File: src/rtl/mem_stage.sv
// rtl/mem_stage.sv - memory/writeback stage with single-word req/ack bus access
//
// Captures an ALU result on enable, optionally performs one bus read or write,
// then issues a one-cycle writeback strobe to the register file and/or PC.
// Optional feature macro: MEM_TIMEOUT_EN (ack watchdog, err strobe on expiry).
//
// Ports:
//   clk, reset_n                 clock, asynchronous active-low reset
//   enable                       ALU result valid (sampled only in IDLE)
//   alu_out, write_rD, write_pc  ALU result and writeback requests
//   memory_mode                  00 NOP, 01 READ, 10 WRITE, 11 reserved
//   rD_in, store_data            destination register, data for WRITE
//   mem_req/mem_we/mem_addr/
//   mem_wdata                    bus request side, held stable until ack
//   mem_ack, mem_rdata           bus completion and read data (same cycle)
//   busy                         stage occupied, enable dropped
//   done                         one-cycle writeback strobe
//   reg_we/reg_waddr/reg_wdata   register-file writeback
//   pc_we/pc_wdata               PC writeback
//   err                          one-cycle watchdog expiry strobe
module mem_stage #(
  parameter int DATA_W         = 16,
  parameter int REG_AW         = 3,
  parameter int TIMEOUT_CYCLES = 15
) (
  input  logic              clk,
  input  logic              reset_n,
  input  logic              enable,
  input  logic [DATA_W-1:0] alu_out,
  input  logic              write_rD,
  input  logic              write_pc,
  input  logic [1:0]        memory_mode,
  input  logic [REG_AW-1:0] rD_in,
  input  logic [DATA_W-1:0] store_data,
  output logic              mem_req,
  output logic              mem_we,
  output logic [DATA_W-1:0] mem_addr,
  output logic [DATA_W-1:0] mem_wdata,
  input  logic              mem_ack,
  input  logic [DATA_W-1:0] mem_rdata,
  output logic              busy,
  output logic              done,
  output logic              reg_we,
  output logic [REG_AW-1:0] reg_waddr,
  output logic [DATA_W-1:0] reg_wdata,
  output logic              pc_we,
  output logic [DATA_W-1:0] pc_wdata,
  output logic              err
);

  typedef enum logic [1:0] {
    S_IDLE = 2'd0,
    S_BUS  = 2'd1,
    S_WB   = 2'd2
  } state_t;

  localparam logic [1:0] MODE_NOP   = 2'b00;
  localparam logic [1:0] MODE_READ  = 2'b01;
  localparam logic [1:0] MODE_WRITE = 2'b10;

  state_t state;
  state_t state_nxt;

  // Operation captured at acceptance; held for the whole BUS/WB sequence.
  logic [DATA_W-1:0] lat_addr;
  logic [DATA_W-1:0] lat_wdata;
  logic [REG_AW-1:0] lat_rd;
  logic              lat_wr_rd;
  logic              lat_wr_pc;
  logic [1:0]        lat_mode;

  logic accept;
  assign accept = (state == S_IDLE) && enable;

  // Watchdog: expiry is only raised when ack is absent, so a same-edge ack
  // always takes the normal completion path.
  logic to_expire;
`ifdef MEM_TIMEOUT_EN
  localparam int TO_W_RAW = $clog2(TIMEOUT_CYCLES + 1);
  localparam int TO_W     = (TO_W_RAW < 4) ? 4 : TO_W_RAW;

  logic [TO_W-1:0] to_cnt;

  assign to_expire = (state == S_BUS) && !mem_ack &&
                     (to_cnt == TO_W'(TIMEOUT_CYCLES - 1));

  always_ff @(posedge clk or negedge reset_n) begin
    if (!reset_n) begin
      to_cnt <= '0;
    end else if (accept) begin
      to_cnt <= '0;
    end else if ((state == S_BUS) && !mem_ack) begin
      to_cnt <= to_cnt + 1'b1;
    end
  end
`else
  logic unused_timeout_cfg;
  assign unused_timeout_cfg = (TIMEOUT_CYCLES != 0);
  assign to_expire = 1'b0;
`endif

  // ---------------------------------------------------------------- state register
  always_ff @(posedge clk or negedge reset_n) begin
    if (!reset_n) begin
      state <= S_IDLE;
    end else begin
      state <= state_nxt;
    end
  end

  // ---------------------------------------------------------------- next state
  always_comb begin
    state_nxt = state;
    case (state)
      S_IDLE: begin
        if (enable) begin
          if ((memory_mode == MODE_READ) || (memory_mode == MODE_WRITE)) begin
            state_nxt = S_BUS;
          end else begin
            state_nxt = S_WB;
          end
        end
      end
      S_BUS: begin
        if (mem_ack) begin
          state_nxt = S_WB;
        end else if (to_expire) begin
          state_nxt = S_IDLE;
        end
      end
      S_WB:    state_nxt = S_IDLE;
      default: state_nxt = S_IDLE;
    endcase
  end

  // ---------------------------------------------------------------- operand capture
  always_ff @(posedge clk or negedge reset_n) begin
    if (!reset_n) begin
      lat_addr  <= '0;
      lat_wdata <= '0;
      lat_rd    <= '0;
      lat_wr_rd <= 1'b0;
      lat_wr_pc <= 1'b0;
      lat_mode  <= MODE_NOP;
    end else if (accept) begin
      lat_addr  <= alu_out;
      lat_wdata <= store_data;
      lat_rd    <= rD_in;
      lat_wr_rd <= write_rD;
      lat_wr_pc <= write_pc;
      lat_mode  <= memory_mode;
    end
  end

  // ---------------------------------------------------------------- output decode
  // Outputs are registered, so they are decoded from the upcoming state and
  // the operand set that will be live in that state (fresh inputs when the
  // operation is being accepted this edge, otherwise the captured copy).
  logic [DATA_W-1:0] op_addr;
  logic [DATA_W-1:0] op_wdata;
  logic [REG_AW-1:0] op_rd;
  logic              op_wr_rd;
  logic              op_wr_pc;
  logic [1:0]        op_mode;

  logic              mem_req_n;
  logic              mem_we_n;
  logic [DATA_W-1:0] mem_addr_n;
  logic [DATA_W-1:0] mem_wdata_n;
  logic              busy_n;
  logic              done_n;
  logic              reg_we_n;
  logic [REG_AW-1:0] reg_waddr_n;
  logic [DATA_W-1:0] reg_wdata_n;
  logic              pc_we_n;
  logic [DATA_W-1:0] pc_wdata_n;
  logic              err_n;

  always_comb begin
    op_addr  = accept ? alu_out     : lat_addr;
    op_wdata = accept ? store_data  : lat_wdata;
    op_rd    = accept ? rD_in       : lat_rd;
    op_wr_rd = accept ? write_rD    : lat_wr_rd;
    op_wr_pc = accept ? write_pc    : lat_wr_pc;
    op_mode  = accept ? memory_mode : lat_mode;

    mem_req_n   = (state_nxt == S_BUS);
    mem_we_n    = (state_nxt == S_BUS) && (op_mode == MODE_WRITE);
    mem_addr_n  = (state_nxt == S_BUS) ? op_addr  : '0;
    mem_wdata_n = (state_nxt == S_BUS) ? op_wdata : '0;
    busy_n      = (state_nxt != S_IDLE);
    done_n      = (state_nxt == S_WB);
    err_n       = to_expire;

    // WB never follows WB, so done_n marks the single entry edge into WB.
    reg_we_n = 1'b0;
    pc_we_n  = 1'b0;
    if (done_n) begin
      case (op_mode)
        MODE_NOP: begin
          reg_we_n = op_wr_rd;
          pc_we_n  = op_wr_pc;
        end
        MODE_READ: reg_we_n = 1'b1;
        default: begin
          reg_we_n = 1'b0;
          pc_we_n  = 1'b0;
        end
      endcase
    end

    // Writeback data holds its last value outside WB; only the enables matter.
    reg_waddr_n = reg_waddr;
    reg_wdata_n = reg_wdata;
    pc_wdata_n  = pc_wdata;
    if (done_n) begin
      reg_waddr_n = op_rd;
      // Entering WB in READ mode only happens on the ack edge, so mem_rdata
      // is valid here.
      reg_wdata_n = (op_mode == MODE_READ) ? mem_rdata : op_addr;
      pc_wdata_n  = op_addr;
    end
  end

  always_ff @(posedge clk or negedge reset_n) begin
    if (!reset_n) begin
      mem_req   <= 1'b0;
      mem_we    <= 1'b0;
      mem_addr  <= '0;
      mem_wdata <= '0;
      busy      <= 1'b0;
      done      <= 1'b0;
      reg_we    <= 1'b0;
      reg_waddr <= '0;
      reg_wdata <= '0;
      pc_we     <= 1'b0;
      pc_wdata  <= '0;
      err       <= 1'b0;
    end else begin
      mem_req   <= mem_req_n;
      mem_we    <= mem_we_n;
      mem_addr  <= mem_addr_n;
      mem_wdata <= mem_wdata_n;
      busy      <= busy_n;
      done      <= done_n;
      reg_we    <= reg_we_n;
      reg_waddr <= reg_waddr_n;
      reg_wdata <= reg_wdata_n;
      pc_we     <= pc_we_n;
      pc_wdata  <= pc_wdata_n;
      err       <= err_n;
    end
  end

endmodule
File: config.mk
export PLATFORM = sky130hd
export DESIGN_NAME = mem_stage
export DESIGN_NICKNAME = d
export VERILOG_FILES = /design/src/rtl/mem_stage.sv
export SDC_FILE = /design/constraint.sdc
export NUM_CORES = 1
export LEC_CHECK = 0
export CAP_MARGIN = 20
export CORE_MARGIN = 5
export CORE_UTILIZATION = 35
export CTS_BUF_LIST = sky130_fd_sc_hd__clkbuf_8
export DETAILED_ROUTE_END_ITERATION = 8
export SYNTH_ARGS = -nofsm -noshare
export SYNTH_HDL_FRONTEND = slang
export SYNTH_SLANG_ARGS = --single-unit
File: constraint.sdc
create_clock -name clk -period 5.1 [get_ports clk]
set_input_delay 1.275 -clock clk [delete_from_list [all_inputs] [get_ports clk]]
set_output_delay 1.275 -clock clk [all_outputs]
set_load 0.02 [all_outputs]
==> metrics.txt, run 1 <==
Die ar. roughly 15,000 um2; Post-Synth XOR/XNOR Area 0.1919%; post-synth cell types 26; adder-cell share of the synthesized area 0%; TNS Setup 0 ps; Initial Utilization 35.88%; First-pass DRT Iterations 4; Critical Path RT around 5400 ps; crit path DAT 3460 ps; fin crit share 61.80%; wire per inst ~17 um; synth top area cells dfrtp_1, mux2_2, mux2_4; largest family of logic cells by synthesized area multiplexers; clock root cell clkbuf_8; final setup violation count 0; relative slew slack 38.57%; Via-to-Cell Ratio 4.582; Max Cap Violations 0; Post-CTS Repair Setup Buffers 0; Post-synth ARST share 100.0%; Final Slew Violations 0; mux contribution to synthesized area 23.71%; vias in the first global route 3,081; Max Buffers Root-to-Sink 2; RSZ-0062 raised after global routing false; CP Buf/Inv Count 3; crit path time final 3152 ps; cell area after synthesis 4564 um2; placement row count 41; Peak Freq approximately 320 MHz; Final #Nets 488; GP Congestion 0.7257; I/O Pins roughly 130; # clock sinks 114; Leakage 0.002740 uW; final count of hold timing violations 0; Post-CTS Hold Buffers 0; top_reg_cell synth dfrtp_1; Synth top area share a little over three fifths; Critical Path Fanout Max 33; DRT antenna net count 0; Max rail drop VDD 0.0002460 V; Yosys reg bits about 110; r2r setup slk about 2800 ps; kind of cell adding the most delay to the critical path buffers and inverters; synth warn 0; number of synthesized flops with an enable pin 0; slowest cell delay on critical path roughly 500 ps; # port buffers 131; dpl cell area 5988 um2; crit-path cells clkdlybuf4s50_1 -> nor3b_4 -> buf_4 -> buf_4 -> mux2_2 -> o211a_1; Synth area leader dfrtp_1; ANT cells 0; Pwr Total 3475 uW; Finished Cell Area between 6000 and 7000 um2; post-detail-place hpwl 6826 um; Routed WL 10,300 um; H-Tree Level Count 4; Worst-Skew Late Latency roughly 420 ps; Syn Inst Count 290; outcome complete, no violations; top-count cell post-synth dfrtp_1; Clock transition at path regs 60 ps; first-pass GRT wire length about 16,000 um; global-route usage over all layers 14.40%; Initial DRC Count 111; Post-Synthesis Net Count 349; fraction of layout cells with a size suffix above 1 25.45%; critical path startpoint category primary input; Synth Area per Inst 15.74 um2; Gates resized, CTS repair 0; gr ovfl total 0; Post-Synth Simple-Gate Area 5.592%; initial antenna violation count 0; Via Count 2,804; TritonCTS clock tree built; Die Ht roughly 120 um; most used cell, CP buf_4; CP endpoint kind flop; worst slew pin tran between 900 and 1000 ps; die width 124.2 um; Pwr Density 546.1 nW/um2; Layout Skew 10.20 ps; Seq/Total Area, Yosys 62.50%; Synth Area in Compound Gates 4.084%; Layout area overhead 39.42%; largest net degree at the start of global routing 86; drc violations 0; CP max stage cell clkdlybuf4s50_1; Core Area 12,720 um2; Worst Hold Class flop to flop; CTS buffer count 17; critical path class primary input to flop; top post-synthesis cells by count dfrtp_1, mux2_2, nor2b_1
==> state kept, by name, indices dropped and copies added, names as in the netlist, 3 cells and up <==
register,flops
lat_addr,16
mem_wdata,16
lat_wdata,16
lat_rd,3
mem_addr,16
reg_waddr,3
pc_wdata,16
reg_wdata,16
==> stage by stage <==
step | setup WS (ps) | hold WS (ps) | utilization, % | std cells
after floorplan | 2626 | 465.2 | - | 290
after global placement | 1537 | 475.8 | 47.07 | 581
after detailed placement | 1526 | 477.8 | 47.07 | 581
after CTS | 1994 | 492.7 | 49.86 | 611
after global routing | 1889 | 503.2 | 50.02 | 612
final | 1948 | 493.0 | 50.02 | 612
==> routing by layer <==
metal	GRT usage, %	up-vias	part of all wire (%)
met5	0	-	0
met4	6.502	0	1.7
met3	7.493	14	10
met2	21.55	90	46
met1	17.25	1412	42
li1	-	1288	-
==> cell families (layout without fill, tap and decap cells) <==
family | after synthesis | in the layout
other | 1 | 1
multiplexers | 90 | 90
AND/OR/NAND/NOR | 40 | 40
buffers and inverters | 22 | 172
flip-flops | 114 | 114
AO/OA/AOI/OAI | 22 | 22
XOR/XNOR | 1 | 1
==> path summary, 6_finish.rpt <==
path,start,to,depth (start not counted)
worst max-delay path,enable,reg_we,6
worst min-delay path,lat_wdata[5],lat_wdata[5],1
worst max register to register,state[1],reg_we,5
worst min register to register,lat_wdata[5],lat_wdata[5],1
max in group asynchronous,reset_n,lat_wr_rd,2
min in group asynchronous,reset_n,mem_wdata[1],1
==> cell usage in the layout (no fill, tap or decap), types with 6 or more instances in the layout <==
cell type,n
inv_1,8
mux2i_1,17
dfrtp_1,114
mux2_2,49
clkbuf_8,21
o2bb2ai_1,16
buf_4,6
nor2b_1,32
mux2_4,24
clkdlybuf4s50_1,130
==> cell type report <==
cell class / count / area (um2)
Clock buffer: 21 / 289.0
Clock inverter: 9 / 66.31
Fill cell: 1138 / 6359
Inverter: 5 / 18.77
Multi-Input combinational cell: 154 / 1555
Sequential cell: 114 / 2853
Tap cell: 172 / 215.2
Timing Repair Buffer: 137 / 1366
==> report_power, final <==
part / internal [uW] / switching, uW / total [uW]
clock: 421 / 338 / 760
combinational: 747 / 623 / 1370
sequential: 1210 / 136 / 1350
total: 2380 / 1100 / 3480
(Power assumes the default switching activity.)
==> inputs of run 2 (changes only) <==
==> constraint.sdc (replaced) <==
create_clock -name clk -period 2.8 [get_ports clk]
set_input_delay 0.7 -clock clk [delete_from_list [all_inputs] [get_ports clk]]
set_output_delay 0.7 -clock clk [all_outputs]
set_load 0.02 [all_outputs]
==> run 2 against run 1 <==
Combinational power rose by 86%. Worst hold slack got worse by 210 ps. Sequential share of layout area fell by 0.78 points. Routed wire length fell by 0.19%. Sequential power rose by 81%. Power rose by 85%. Clock skew fell by 3.7 ps. Critical path type unchanged. Critical path depth fell by 1. Global-route usage rose by 0.071 points. Cell count rose by 1.1%.
==> metrics.txt, run 2 (same netlist as run 1, synthesis figures left out) <==
outcome complete, no violations; final count of hold timing violations 0 (unchanged); # clock sinks 114 (unchanged); relative slew slack 60.37% (+22 points); CP max stage cell clkdlybuf4s50_1; Die Ht 124.2 um (unchanged); crit-path cells clkdlybuf4s50_1 -> nor3b_4 -> buf_4 -> mux2_2 -> mux2_2; drc violations 0 (unchanged); I/O Pins 133 (unchanged); TNS Setup 0 ps (unchanged); critical path class primary input to flop; # port buffers 131 (unchanged); crit path DAT 2470 ps (-990 ps); Layout Skew 6.534 ps (-3.664 ps); area occupied by registers 2853 um2 (unchanged); crit path time final 2162 ps; Core Area 12,720 um2 (unchanged); slowest cell delay on critical path 510 ps (about the same); multi-input gate area in the final layout 1555 um2 (unchanged); most common cell after layout, fill and taps aside clkdlybuf4s50_1; wire per inst 16.60 um (-1.3%); Via-to-Cell Ratio 4.423 (-3.5%); Initial DRC Count 81 (-27%); DRT antenna net count 0 (unchanged); fillers 1,165 (+2.4%); Worst-Skew Late Latency 420 ps (about the same); Peak Freq between 400 and 500 MHz; Via Count 2,738 (-2.4%); CTS buffer count 17 (unchanged); fin crit share 77.23%; placement row count 41 (unchanged); vias in the first global route 3,104 (+0.75%); die width 124.2 um (unchanged); Leakage 0.002798 uW (+2.1%); Post-CTS Repair Setup Buffers 0 (unchanged); Critical Path RT 3100 ps (-2310 ps); CP endpoint kind flop; TritonCTS clock tree built; RSZ-0062 raised after global routing false; post-detail-place hpwl 7257 um (+6.3%); ANT cells 0 (unchanged); Max Cap Violations 0 (unchanged); Post-CTS Hold Buffers 0 (unchanged); Hold WS 285.7 ps (-207.3 ps); GP Congestion 0.7341 (+1.2%); M2 GR Usage 22.30% (+0.74 points); final setup violation count 0 (unchanged); Gates resized, CTS repair 0 (unchanged); Pwr Density 993.0 nW/um2 (+82%); Max Buffers Root-to-Sink 2 (unchanged); Routed WL 10,280 um (-0.19%); post-placement cell count 587 (+1.0%); Final Slew Violations 0 (unchanged); most frequent cells in the layout clkdlybuf4s50_1, dfrtp_1, mux2_2, nor2b_1, mux2_4; H-Tree Level Count 4 (unchanged); Final #Nets 493 (+1.0%); worst slew pin tran 594.4 ps (-321.6 ps); global-route usage over all layers 14.47% (+0.071 points); GR Util met1 16.44% (-0.81 points); met3 usage 7.902% (+0.41 points); most used cell, CP mux2_2; Critical Path Fanout Max 20 (-39%); gr busiest metal met2; gr ovfl total 0 (unchanged); Worst Hold Class primary input to async pin; Pwr Total 6431 uW (+85%); critical path startpoint category primary input; Initial Utilization 35.88% (unchanged); clock root cell clkbuf_8; First-pass DRT Iterations 4 (unchanged); final non-filler cell total 619 (+1.1%); Max rail drop VDD 0.0004660 V (+89%); largest net degree at the start of global routing 49 (-43%); Layout area overhead 41.89%; initial antenna violation count 0 (unchanged); Die ar. 15,420 um2 (unchanged); Clock transition at path regs 60 ps (about the same); fraction of layout cells with a size suffix above 1 26.17% (+0.72 points); first-pass GRT wire length 16,530 um (+0.29%)
==> run 2: cell count changes in the layout (fill, tap and decap cells not counted) <==
cell,previous run,this run
inv_1,8,10
clkbuf_8,21,23
clkinv_2,5,3
buf_4,6,7
buf_12,1,5
==> run 2: path summary, 6_finish.rpt <==
kind	start	endpoint	slack (ps)	cells after the start
hold reg to reg	lat_wdata[5]	lat_wdata[5]	490	1
setup / recovery	enable	pc_wdata[2]	640	5
min in group clk	lat_wdata[5]	lat_wdata[5]	490	1
setup reg to reg	state[1]	pc_wdata[2]	950	4
hold / removal	reset_n	mem_wdata[1]	290	1
max in group asynchronous	reset_n	mem_addr[2]	1820	2
==> run 2: layout make-up <==
class,instances,area share [%]
Inverter,5,0.2898
Clock buffer,23,4.888
Tap cell,172,3.323
Clock inverter,9,0.9853
Multi-Input combinational cell,154,24.01
Timing Repair Buffer,142,22.45
Sequential cell,114,44.05
==> run 2: per-layer routing <==
| metal | vias to the layer above | share of wire [%] |
|---|---|---|
| li1 | 1289 | - |
| met1 | 1343 | 40 |
| met2 | 90 | 48 |
| met3 | 16 | 11 |
| met4 | 0 | 1.8 |
| met5 | - | 0 |
==> run 2: per-stage QoR <==
stage	util (%)	area, um2	setup slack (ps)
floorplan	-	4564	901.1
global placement	47.92	6096	249.8
detailed placement	47.92	6096	232.2
CTS	50.90	6476	639.3
global route	50.90	6476	560.8
finish	50.90	6476	637.5
==> run 2: worst max-delay path: cells and delay by family <==
kind                   cells  cell delay (ps)
buffers and inverters      2              830
multiplexers               2              670
AND/OR/NAND/NOR            1              260
==> run 2: report_power, final <==
group	internal, uW	switching [uW]	total, uW
Sequential	2200	249	2450
Combinational	1400	1150	2550
Clock	823	603	1430
==> inputs of run 3 (changes only) <==
==> constraint.sdc (replaced) <==
create_clock -name clk -period 1.8 [get_ports clk]
set_input_delay 0.45 -clock clk [delete_from_list [all_inputs] [get_ports clk]]
set_output_delay 0.45 -clock clk [all_outputs]
set_load 0.02 [all_outputs]
==> run 3 against run 2 <==
Clock power increased by 71%. Core utilization rose by 1.4 points. Routed wire length up 2.2%. Combinational power is 49% higher. Clock skew is 3.5 ps higher. Critical path depth did not move. Worst hold slack better by 180 ps. Design area rose by 2.7%. Via count increased by 3.9%. Die area unchanged. Critical path type is now flop to flop. Largest power group is now registers.
==> metrics.txt, run 3 (same netlist as run 1, synthesis figures left out) <==
outcome complete, no violations; multi-input gate area in the final layout 1587 um2 (+2.0%); crit-path cells nor3b_4 -> buf_6 -> buf_12 -> mux2_4 -> mux2_4; gr ovfl total 0 (unchanged); # port buffers 131 (unchanged); gr busiest metal met2; r2r setup slk 40 ps (-910 ps); crit path DAT 2070 ps (-400 ps); Via Count 2,846 (+3.9%); First-pass DRT Iterations 4 (unchanged); Initial DRC Count 88 (+8.6%); GR Util met1 16.55% (+0.11 points); Critical Path RT 2120 ps (-980 ps); Die ar. 15,420 um2 (unchanged); most frequent cells in the layout dfrtp_1, dlygate4sd2_1, clkdlybuf4s50_1, mux2_2, nor2b_1; CP endpoint kind flop; RSZ-0062 raised after global routing true; wire per inst 16.51 um (-0.54%); Max Cap Violations 0 (unchanged); H-Tree Level Count 4 (unchanged); fillers 1,133 (-2.7%); ANT cells 0 (unchanged); critical path class flop to flop; met3 usage 7.856% (-0.045 points); Via-to-Cell Ratio 4.475 (+1.2%); CTS buffer count 17 (unchanged); Initial Utilization 35.88% (unchanged); placement row count 41 (unchanged); GP Congestion 0.7445 (+1.4%); Layout area overhead 45.67%; largest net degree at the start of global routing 57 (+16%); Pwr Density 1508 nW/um2 (+52%); Critical R2R Launch state[0]; most used cell, CP mux2_4; Pwr Total 10,030 uW (+56%); final count of hold timing violations 0 (unchanged); first-pass GRT wire length 16,300 um (-1.3%); Routed WL 10,500 um (+2.2%); Final Slew Violations 0 (unchanged); final setup violation count 0 (unchanged); critical path startpoint category flop; CP Buf/Inv Count 2 (unchanged); R2R cell count 5 (+1); # clock sinks 114 (unchanged); post-placement cell count 599 (+2.0%); vias in the first global route 3,084 (-0.64%); Worst Hold Class primary input to async pin; utilization after layout 52.26% (+1.4 points); area occupied by registers 2854 um2 (about the same); worst r2r dst pc_wdata[10]; crit path time final 1757 ps; kind of cell adding the most delay to the critical path multiplexers; Peak Freq between 500 and 600 MHz; Max rail drop VDD 0.0007534 V (+62%); die width 124.2 um (unchanged); Clock transition at path regs 70 ps (about the same); final non-filler cell total 636 (+2.7%); slowest cell delay on critical path 440 ps (-70 ps); Die Ht 124.2 um (unchanged); most common cell after layout, fill and taps aside dfrtp_1; TritonCTS clock tree built; Layout Skew 10.05 ps (+3.515 ps); drc violations 0 (unchanged); Critical Path Fanout Max 7 (-65%); Leakage 0.003130 uW (+12%); Max Buffers Root-to-Sink 2 (unchanged); TNS Setup 0 ps (unchanged); post-detail-place hpwl 7530 um (+3.8%); Core Area 12,720 um2 (unchanged); initial antenna violation count 0 (unchanged); CP max stage cell dfrtp_2; DRT antenna net count 0 (unchanged); Worst-Skew Late Latency 430 ps (about the same); clock root cell clkbuf_8; fin crit share 97.62%; fraction of layout cells with a size suffix above 1 30.17% (+4.0 points); I/O Pins 133 (unchanged); global-route usage over all layers 14.31% (-0.17 points); M2 GR Usage 22.26% (-0.034 points); Final #Nets 510 (+3.4%)
run 3: worst register-to-register path: stages, from the launching register on:
cell     delay, ps
dfrtp_2        440
nor3b_4        270
buf_6          200
buf_12         150
mux2_4         320
mux2_4         260
run 3: stage by stage:
step | instance area (um2) | hold slack, ps | setup WS [ps]
2_1_floorplan | 4564 | 154.4 | 151.1
3_3_place_gp | 6198 | 387.0 | -439.8
3_5_place_dp | 6198 | 387.4 | -468.1
4_1_cts | 6529 | 446.8 | -11.30
5_1_grt | 6649 | 466.8 | -15.11
6_report | 6649 | 461.2 | 42.80
run 3: where the power goes:
part           internal [uW]  total, uW  switching [uW]  leakage, uW
Clock                   1400       2450            1060     0.000198
Combinational           1950       3790            1830      0.00152
Sequential              3420       3790             364      0.00141
run 3: final cells by class:
class | instances | area share, %
clock inverters | 14 | 2.465
multi-input cells | 154 | 23.86
clock buffers | 18 | 3.726
inverters | 5 | 0.2823
repair buffers | 159 | 23.50
flip-flops and latches | 114 | 42.92
well taps | 172 | 3.237
run 3: timing repair:
item,in CTS,in global routing
endpoints found under the hold margin,23,0
pin swaps,0,2
hold buffers,1,0
buffers inserted,0,2
gates cloned,0,2
endpoints found under the setup margin,78,38
resized for setup,73,11
run 3: layer usage:
metal	share of wire (%)	wire, um
met5	0	0
met4	1.5	162
met3	10	1073
met2	48	5000
met1	41	4265
run 3: worst max path at each step:
stage                               from      endpoint  slack (ps)  cells past startpoint
final                           state[0]  pc_wdata[10]          40                      5
after detailed placement          enable   pc_wdata[2]        -470                      5
after global routing            state[0]  pc_wdata[10]         -20                      5
after CTS                         enable  pc_wdata[10]         -10                      6
after floorplan           memory_mode[1]  reg_waddr[0]         150                      6
after global placement            enable   pc_wdata[1]        -440                      5
